--- src/rtl/red_pitaya_exp_in_pkg.sv ---
// red_pitaya_exp_in_pkg
//   Shared constants for the expansion-connector input conditioner:
//   register offsets (decoded on sys_addr[19:0]) and the default width of
//   the debounce length register / per-bit counters.
//   Optional feature macro: RED_PITAYA_EXP_IN_TIMESTAMP_EN (see top module).
package red_pitaya_exp_in_pkg;

  localparam int DEB_W_DEF = 20;  // ~8.4 ms max hold-off at 125 MHz

  localparam logic [19:0] ADDR_DEB   = 20'h00;  // RW debounce length
  localparam logic [19:0] ADDR_STATE = 20'h04;  // RO filtered pin state
  localparam logic [19:0] ADDR_RISE  = 20'h08;  // W1C rising-edge flags
  localparam logic [19:0] ADDR_FALL  = 20'h0C;  // W1C falling-edge flags
  localparam logic [19:0] ADDR_MASK  = 20'h10;  // RW interrupt mask
  localparam logic [19:0] ADDR_TS    = 20'h14;  // RO event timestamp

endpackage

--- src/rtl/red_pitaya_exp_in_if.sv ---
// red_pitaya_exp_in_if
//   System-bus slot carrying the standard sys_* handshake.
//   master: drives address, write data, byte select and the strobes.
//   slave : returns read data, error and acknowledge.
interface red_pitaya_exp_in_if;
  logic [31:0] sys_addr;
  logic [31:0] sys_wdata;
  logic [3:0]  sys_sel;
  logic        sys_wen;
  logic        sys_ren;
  logic [31:0] sys_rdata;
  logic        sys_err;
  logic        sys_ack;

  modport master (
    output sys_addr, sys_wdata, sys_sel, sys_wen, sys_ren,
    input  sys_rdata, sys_err, sys_ack
  );

  modport slave (
    input  sys_addr, sys_wdata, sys_sel, sys_wen, sys_ren,
    output sys_rdata, sys_err, sys_ack
  );
endinterface

--- src/rtl/red_pitaya_debounce.sv ---
// red_pitaya_debounce
//   One input bit: 2-FF synchroniser, hold-off counter and edge detect.
//   Ports:
//     clk_i, rst_i   clock, synchronous active-high reset
//     pin_i          raw asynchronous pin
//     len_i          debounce length N (a change must persist N+1 samples)
//     filt_o         filtered level
//     rise_pulse_o   one-cycle pulse after filt_o goes 0->1
//     fall_pulse_o   one-cycle pulse after filt_o goes 1->0
module red_pitaya_debounce #(
  parameter int DEB_W = 20
) (
  input  logic             clk_i,
  input  logic             rst_i,
  input  logic             pin_i,
  input  logic [DEB_W-1:0] len_i,
  output logic             filt_o,
  output logic             rise_pulse_o,
  output logic             fall_pulse_o
);

  logic             s1_reg;
  logic             s2_reg;
  logic             filt_reg;
  logic             filt_d_reg;
  logic [DEB_W-1:0] cnt_reg;

  always_ff @(posedge clk_i) begin
    if (rst_i) begin
      s1_reg     <= 1'b0;
      s2_reg     <= 1'b0;
      filt_reg   <= 1'b0;
      filt_d_reg <= 1'b0;
      cnt_reg    <= '0;
    end else begin
      s1_reg     <= pin_i;
      s2_reg     <= s1_reg;
      filt_d_reg <= filt_reg;
      if (s2_reg == filt_reg) begin
        // Any matching sample restarts the hold-off, rejecting glitches.
        cnt_reg <= '0;
      end else if (cnt_reg >= len_i) begin
        // >= rather than == so that shrinking len_i mid-count accepts the
        // change on the next mismatch instead of wrapping the counter.
        filt_reg <= s2_reg;
        cnt_reg  <= '0;
      end else begin
        cnt_reg <= cnt_reg + 1'b1;
      end
    end
  end

  assign filt_o       = filt_reg;
  assign rise_pulse_o = filt_reg & ~filt_d_reg;
  assign fall_pulse_o = ~filt_reg & filt_d_reg;

endmodule

--- src/rtl/red_pitaya_exp_in.sv ---
// red_pitaya_exp_in
//   Conditions the 2*NB expansion-connector inputs (NB P-side, NB N-side)
//   before housekeeping consumes them: per-bit synchroniser + debounce,
//   sticky rise/fall flags (W1C), masked level interrupt, register slot.
//   Ports:
//     clk_i, rst_i               clock, synchronous active-high reset
//     exp_p_pin_i/exp_n_pin_i    raw asynchronous pins
//     exp_p_dat_o/exp_n_dat_o    filtered state
//     irq_o                      registered |((rise|fall) & mask)
//     sys                        system-bus slave slot
//   Registers (sys_addr[19:0]): 0x00 deb_len, 0x04 state {N,P}, 0x08 rise,
//   0x0C fall, 0x10 mask, 0x14 timestamp.
//   Optional: define RED_PITAYA_EXP_IN_TIMESTAMP_EN to add a free-running
//   32-bit cycle counter latched into 0x14 when the first masked flag sets;
//   otherwise 0x14 reads 0.
module red_pitaya_exp_in
  import red_pitaya_exp_in_pkg::*;
#(
  parameter int DEB_W = DEB_W_DEF,
  parameter int NB    = 8
) (
  input  logic          clk_i,
  input  logic          rst_i,
  input  logic [NB-1:0] exp_p_pin_i,
  input  logic [NB-1:0] exp_n_pin_i,
  output logic [NB-1:0] exp_p_dat_o,
  output logic [NB-1:0] exp_n_dat_o,
  output logic          irq_o,
  red_pitaya_exp_in_if.slave sys
);

  localparam int NF = 2 * NB;  // P bits in [NB-1:0], N bits above

  logic [NF-1:0]    pin_all;
  logic [NF-1:0]    filt_all;
  logic [NF-1:0]    rise_pulse;
  logic [NF-1:0]    fall_pulse;

  logic [DEB_W-1:0] deb_len_reg;
  logic [NF-1:0]    rise_reg, rise_next;
  logic [NF-1:0]    fall_reg, fall_next;
  logic [NF-1:0]    mask_reg;
  logic             irq_reg;
  logic             ack_reg;
  logic [31:0]      rdata_reg, rdata_next;
  logic [31:0]      ts_val;

  logic [19:0]      addr;
  logic             wr_rise, wr_fall;

  assign pin_all = {exp_n_pin_i, exp_p_pin_i};
  assign addr    = sys.sys_addr[19:0];

  genvar gi;
  generate
    for (gi = 0; gi < NF; gi++) begin : g_bit
      red_pitaya_debounce #(.DEB_W(DEB_W)) u_deb (
        .clk_i        (clk_i),
        .rst_i        (rst_i),
        .pin_i        (pin_all[gi]),
        .len_i        (deb_len_reg),
        .filt_o       (filt_all[gi]),
        .rise_pulse_o (rise_pulse[gi]),
        .fall_pulse_o (fall_pulse[gi])
      );
    end
  endgenerate

  // Flag update: the W1C clear is applied first and the new event OR-ed in
  // afterwards, so an event arriving with a clear keeps the flag set.
  always_comb begin
    wr_rise   = sys.sys_wen && (addr == ADDR_RISE);
    wr_fall   = sys.sys_wen && (addr == ADDR_FALL);
    rise_next = rise_reg;
    fall_next = fall_reg;
    if (wr_rise) rise_next = rise_next & ~sys.sys_wdata[NF-1:0];
    if (wr_fall) fall_next = fall_next & ~sys.sys_wdata[NF-1:0];
    rise_next = rise_next | rise_pulse;
    fall_next = fall_next | fall_pulse;
  end

  always_comb begin
    rdata_next = '0;
    case (addr)
      ADDR_DEB:   rdata_next = 32'(deb_len_reg);
      ADDR_STATE: rdata_next = 32'(filt_all);
      ADDR_RISE:  rdata_next = 32'(rise_reg);
      ADDR_FALL:  rdata_next = 32'(fall_reg);
      ADDR_MASK:  rdata_next = 32'(mask_reg);
      ADDR_TS:    rdata_next = ts_val;
      default:    rdata_next = '0;
    endcase
  end

  always_ff @(posedge clk_i) begin
    if (rst_i) begin
      deb_len_reg <= '0;
      rise_reg    <= '0;
      fall_reg    <= '0;
      mask_reg    <= '0;
      irq_reg     <= 1'b0;
      ack_reg     <= 1'b0;
      rdata_reg   <= '0;
    end else begin
      rise_reg <= rise_next;
      fall_reg <= fall_next;
      irq_reg  <= |((rise_reg | fall_reg) & mask_reg);
      ack_reg  <= sys.sys_wen | sys.sys_ren;
      if (sys.sys_wen | sys.sys_ren) rdata_reg <= rdata_next;
      if (sys.sys_wen && (addr == ADDR_DEB))  deb_len_reg <= sys.sys_wdata[DEB_W-1:0];
      if (sys.sys_wen && (addr == ADDR_MASK)) mask_reg    <= sys.sys_wdata[NF-1:0];
    end
  end

`ifdef RED_PITAYA_EXP_IN_TIMESTAMP_EN
  logic [31:0] ts_cnt_reg;
  logic [31:0] ts_reg;
  logic        masked_now;
  logic        masked_next;

  assign masked_now  = |((rise_reg  | fall_reg)  & mask_reg);
  assign masked_next = |((rise_next | fall_next) & mask_reg);

  always_ff @(posedge clk_i) begin
    if (rst_i) begin
      ts_cnt_reg <= '0;
      ts_reg     <= '0;
    end else begin
      ts_cnt_reg <= ts_cnt_reg + 32'd1;
      // Capture only on the transition "no masked flag" -> "some masked
      // flag"; later events are ignored until software clears them all.
      if (!masked_now && masked_next) ts_reg <= ts_cnt_reg;
    end
  end

  assign ts_val = ts_reg;
`else
  assign ts_val = '0;
`endif

  assign exp_p_dat_o   = filt_all[NB-1:0];
  assign exp_n_dat_o   = filt_all[NF-1:NB];
  assign irq_o         = irq_reg;
  assign sys.sys_rdata = rdata_reg;
  assign sys.sys_ack   = ack_reg;
  assign sys.sys_err   = 1'b0;

  // Byte select and the high address/data bits carry no meaning here.
  logic unused_bits;
  assign unused_bits = ^{sys.sys_sel, sys.sys_addr[31:20], sys.sys_wdata[31:NF]};

endmodule

--- src/flat_wrapper.sv ---
// flat-port wrapper written by rule: the top's interface ports become plain ports
module red_pitaya_exp_in_flat import red_pitaya_exp_in_pkg::*;
#(
  parameter int DEB_W = DEB_W_DEF,
  parameter int NB    = 8
)
  (clk_i, rst_i, exp_p_pin_i, exp_n_pin_i, exp_p_dat_o, exp_n_dat_o, irq_o, sys_sys_addr, sys_sys_wdata, sys_sys_sel, sys_sys_wen, sys_sys_ren, sys_sys_rdata, sys_sys_err, sys_sys_ack);
  red_pitaya_exp_in_if sys_i ();
  input  logic clk_i;
  input  logic rst_i;
  input  logic [NB-1:0] exp_p_pin_i;
  input  logic [NB-1:0] exp_n_pin_i;
  output logic [NB-1:0] exp_p_dat_o;
  output logic [NB-1:0] exp_n_dat_o;
  output logic irq_o;
  input wire logic [$bits(sys_i.sys_addr)-1:0] sys_sys_addr;
  input wire logic [$bits(sys_i.sys_wdata)-1:0] sys_sys_wdata;
  input wire logic [$bits(sys_i.sys_sel)-1:0] sys_sys_sel;
  input wire logic [$bits(sys_i.sys_wen)-1:0] sys_sys_wen;
  input wire logic [$bits(sys_i.sys_ren)-1:0] sys_sys_ren;
  output wire logic [$bits(sys_i.sys_rdata)-1:0] sys_sys_rdata;
  output wire logic [$bits(sys_i.sys_err)-1:0] sys_sys_err;
  output wire logic [$bits(sys_i.sys_ack)-1:0] sys_sys_ack;
  assign sys_i.sys_addr = sys_sys_addr;
  assign sys_i.sys_wdata = sys_sys_wdata;
  assign sys_i.sys_sel = sys_sys_sel;
  assign sys_i.sys_wen = sys_sys_wen;
  assign sys_i.sys_ren = sys_sys_ren;
  assign sys_sys_rdata = sys_i.sys_rdata;
  assign sys_sys_err = sys_i.sys_err;
  assign sys_sys_ack = sys_i.sys_ack;
  red_pitaya_exp_in #(.DEB_W(DEB_W), .NB(NB)) u_core (.clk_i(clk_i), .rst_i(rst_i), .exp_p_pin_i(exp_p_pin_i), .exp_n_pin_i(exp_n_pin_i), .exp_p_dat_o(exp_p_dat_o), .exp_n_dat_o(exp_n_dat_o), .irq_o(irq_o), .sys(sys_i));
endmodule
--- config.mk ---
export PLATFORM = sky130hd
export DESIGN_NAME = red_pitaya_exp_in_flat
export DESIGN_NICKNAME = d
export VERILOG_FILES = /design/src/rtl/red_pitaya_exp_in_pkg.sv /design/src/rtl/red_pitaya_exp_in_if.sv /design/src/rtl/red_pitaya_debounce.sv /design/src/rtl/red_pitaya_exp_in.sv /design/src/flat_wrapper.sv
export SDC_FILE = /design/constraint.sdc
export NUM_CORES = 1
export LEC_CHECK = 0
export ABC_CLOCK_PERIOD_IN_PS = 3500
export BUFFER_PORTS_ARGS = -buffer_cell sky130_fd_sc_hd__buf_2
export CAP_MARGIN = 20
export CORE_UTILIZATION = 60
export DETAILED_ROUTE_END_ITERATION = 7
export PLACE_DENSITY = 0.78
export REMOVE_ABC_BUFFERS = 1
export SYNTH_ARGS = -nofsm -noshare
export SYNTH_HDL_FRONTEND = slang
export SYNTH_SLANG_ARGS = --single-unit
--- constraint.sdc ---
create_clock -name clk_i -period 3.5 [get_ports clk_i]
set_clock_uncertainty 0.15 [all_clocks]
set_input_delay 0.175 -clock clk_i [delete_from_list [all_inputs] [get_ports clk_i]]
set_output_delay 0.175 -clock clk_i [all_outputs]
set_load 0.02 [all_outputs]
==> results.json <==
{
  "arrival_ns": 3.62,
  "synth.top_cells.by_count": "474 x dfxtp_1, 434 x nor2_1, 336 x ha_1",
  "ys_seq_area_share_pct": 36.2,
  "die_w_um": 211,
  "start_util_pct": 60.9,
  "synth-edff-count": 0,
  "gp_congestion": 0.891,
  "wl_met1_um": 29100,
  "timing.fmax_mhz": 309,
  "die_y_um": 211,
  "clockBufferDepth": 3,
  "syn_area_um2": 26200,
  "ctsResizeCount": 0,
  "yosysMostFrequentCell": "dfxtp_1",
  "cts_made_buffers": 51,
  "drive_above_1_share_pct": 9.97,
  "max_stage_delay_ns": 0.68,
  "multi_input_area_um2": 15900,
  "status": "finished, final reports clean",
  "post_cts_buffers": 0,
  "synth_top_area_share_pct": 36.2,
  "port_buffers": 97,
  "overflow": 0,
  "fill_cells": 3342,
  "grt_start_max_net_pins": 74,
  "dr_wl_met2_um": 32700,
  "path_cells": "inv_1, ha_1, a21o_1, a21o_1, a221oi_1, o221ai_1, or3_1, nor2_1",
  "ys.flop_type": "dfxtp_1",
  "synth-seq-cells": 474,
  "cp-startpoint": "u_core.deb_len_reg[17]",
  "vdd_drop_max_mv": 0.395,
  "antenna_left": 0,
  "grt_antenna_before_repair": 6,
  "gr-usage-all-layers_pct": 31.8,
  "layout_min_cycle_time_ns": 3.24,
  "synth_top_area_cell": "dfxtp_1",
  "rsz0062_at_grt": "no",
  "drt-vias-per-instance": 5.95,
  "highest_layer": "met5",
  "h-tree-depth": 2,
  "top_level_ports": 139,
  "wl_met3_um": 5080,
  "drtIter0Drc": 1603,
  "postSynthAreaPerCell_um2": 8.96,
  "dp_hpwl_um": 49200,
  "yosys.cell_types.count": 63,
  "cp-end-kind": "flop",
  "maxCapViolations": 0,
  "grt_pass1_wl_um": 112000,
  "first_global_vias": 22000,
  "regArea_um2": 9490,
  "first_pass_iters": 8,
  "criticalPathCategory": "flop to flop",
  "worstPathRequired_ns": 3.88,
  "yosysWarnings": 0,
  "leakage_nw": 11.9,
  "pre_cts_slack_ns": 0.345,
  "synthToLayoutAreaGrowth_pct": 13.4,
  "via_count": 22200,
  "endpoint": "u_core.g_bit[12].u_deb.cnt_reg[19]",
  "core-area_um2": 43100,
  "drc": 0,
  "hold_viol_final": 0,
  "clkTransAtPathRegs_ns": 0.06,
  "synthTopCellsByArea": "dfxtp_1 36%, ha_1 16%, nor2_1 6.2%",
  "cts_tree": "built",
  "syn_inst": 2927,
  "critical_path.top_delay_family": "simple AND/OR/NAND/NOR gates",
  "cts-root-buf": "clkbuf_16",
  "path_depth": 8,
  "largest_reg_flops": 320,
  "r2r-start": "u_core.deb_len_reg[17]",
  "final.setup.worst_slack_ns": 0.260,
  "worstPathMaxFanout": 20,
  "r2r_setup_slack_ns": 0.26,
  "worstMarginPinSlew_ns": 1.14,
  "relSlewSlack_pct": 23.6,
  "p_total_mw": 11.5,
  "r2r_cells": 8,
  "ctsHoldBuffers": 48,
  "power.density_nw_per_um2": 388,
  "worstSkewPairLatency_ns": 0.62,
  "fin_nets": 3524,
  "min_path_type": "input port to flop",
  "path_buf_inv": 1,
  "dieArea_um2": 44600,
  "start_kind": "flop",
  "r2r_end": "u_core.g_bit[12].u_deb.cnt_reg[19]",
  "rows": 76,
  "wl_um": 71000,
  "routedWlPerCell_um": 19.0,
  "setup_viol": 0,
  "crit_top_cell": "a21o_1",
  "clock-sinks": 474,
  "cp_slowest_cell": "or3_1",
  "async_flop_share_pct": 0,
  "tns_ns": 0,
  "fin_crit_sh_pct": 92.6,
  "slew_violations": 0
}
[placed cells by master, fill, tap and decap left out, types with 14 or more instances in the layout]
| cell type | count |
|---|---|
| a21o_1 | 65 |
| mux4_2 | 16 |
| clkbuf_16 | 53 |
| nand2b_1 | 38 |
| a311oi_1 | 33 |
| nand4_1 | 82 |
| inv_1 | 75 |
| buf_4 | 62 |
| ha_1 | 336 |
| and3_1 | 43 |
| nor2b_1 | 117 |
| and4_1 | 35 |
| nor3_1 | 45 |
| buf_2 | 96 |
| xor2_1 | 166 |
| xnor2_1 | 136 |
| nand2_1 | 215 |
| or3_1 | 19 |
| nand3_1 | 133 |
| a21oi_1 | 132 |
| dfxtp_1 | 474 |
| dlygate4sd3_1 | 48 |
| mux2_2 | 14 |
| o21ai_0 | 84 |
| a211oi_1 | 14 |
| nor2_1 | 433 |
[cell families (layout without fill, tap and decap cells)]
| kind of cell | count (synthesis) | after routing | synth area share (%) |
|---|---|---|---|
| AOI/OAI and AO/OA | 388 | 388 | 9.69 |
| DFF | 474 | 474 | 36.2 |
| and+or+nand+nor | 1215 | 1215 | 22.5 |
| xor gates and xnor gates | 302 | 302 | 10.1 |
| adders and majority gates | 336 | 336 | 16.0 |
| buffers and inverters | 181 | 382 | 3.51 |
| muxes | 30 | 30 | 1.97 |
| other | 1 | 18 | 0.0143 |
[worst min path at each step]
stage / from / endpoint / slack, ns / cells after the start
2_1_floorplan: rst_i / u_core.deb_len_reg[0] / 0.09 / 1
3_3_place_gp: exp_n_pin_i[4] / u_core.g_bit[12].u_deb.s1_reg / 0.23 / 2
3_5_place_dp: exp_p_pin_i[4] / u_core.g_bit[4].u_deb.s1_reg / 0.24 / 2
4_1_cts: sys_sys_addr[4] / u_core.deb_len_reg[19] / 0.04 / 5
5_1_grt: sys_sys_addr[4] / u_core.deb_len_reg[18] / 0.07 / 5
6_report: sys_sys_addr[4] / u_core.deb_len_reg[18] / 0.07 / 5
[metal layers]
layer	GRT usage (%)	vias to the layer above
met3	7.40	251
li1	-	10600
met2	52.9	731
met5	0	-
met1	37.7	10600
met4	17.8	2
[worst reg2reg max path, stage by stage, from the launching register on]
cell and delay, ns:
dfxtp_1 0.32, inv_1 0.53, ha_1 0.40, a21o_1 0.18, a21o_1 0.19, a221oi_1 0.28, o221ai_1 0.19, or3_1 0.68
nor2_1 0.23
[cell type report]
class / instances / share of cell area, %
antenna: 5 / 0.0421
multi-input combinational: 2284 / 53.4
inverter: 75 / 0.946
sequential: 474 / 31.9
clock buffer: 70 / 4.98
tap: 585 / 2.46
clock inverter: 23 / 1.01
timing repair buffer: 214 / 5.30
[where the power goes]
group,switching (mW),internal (mW),leakage (nW)
registers,0.0376,5.44,3.83
clock network,2.29,3.47,0.883
logic,0.164,0.133,7.19
[stage by stage]
step	instances	area, um2	hold WS, ns	utilization (%)
2_1_floorplan	2833	25600	0.0941	-
3_3_place_gp	3584	27500	0.231	63.8
3_5_place_dp	3584	27500	0.238	63.8
4_1_cts	3725	29700	0.0396	69.0
5_1_grt	3727	29700	0.0738	69.0
6_report	3730	29700	0.0680	69.0
No activity file was read; power rests on OpenSTA's default activity.
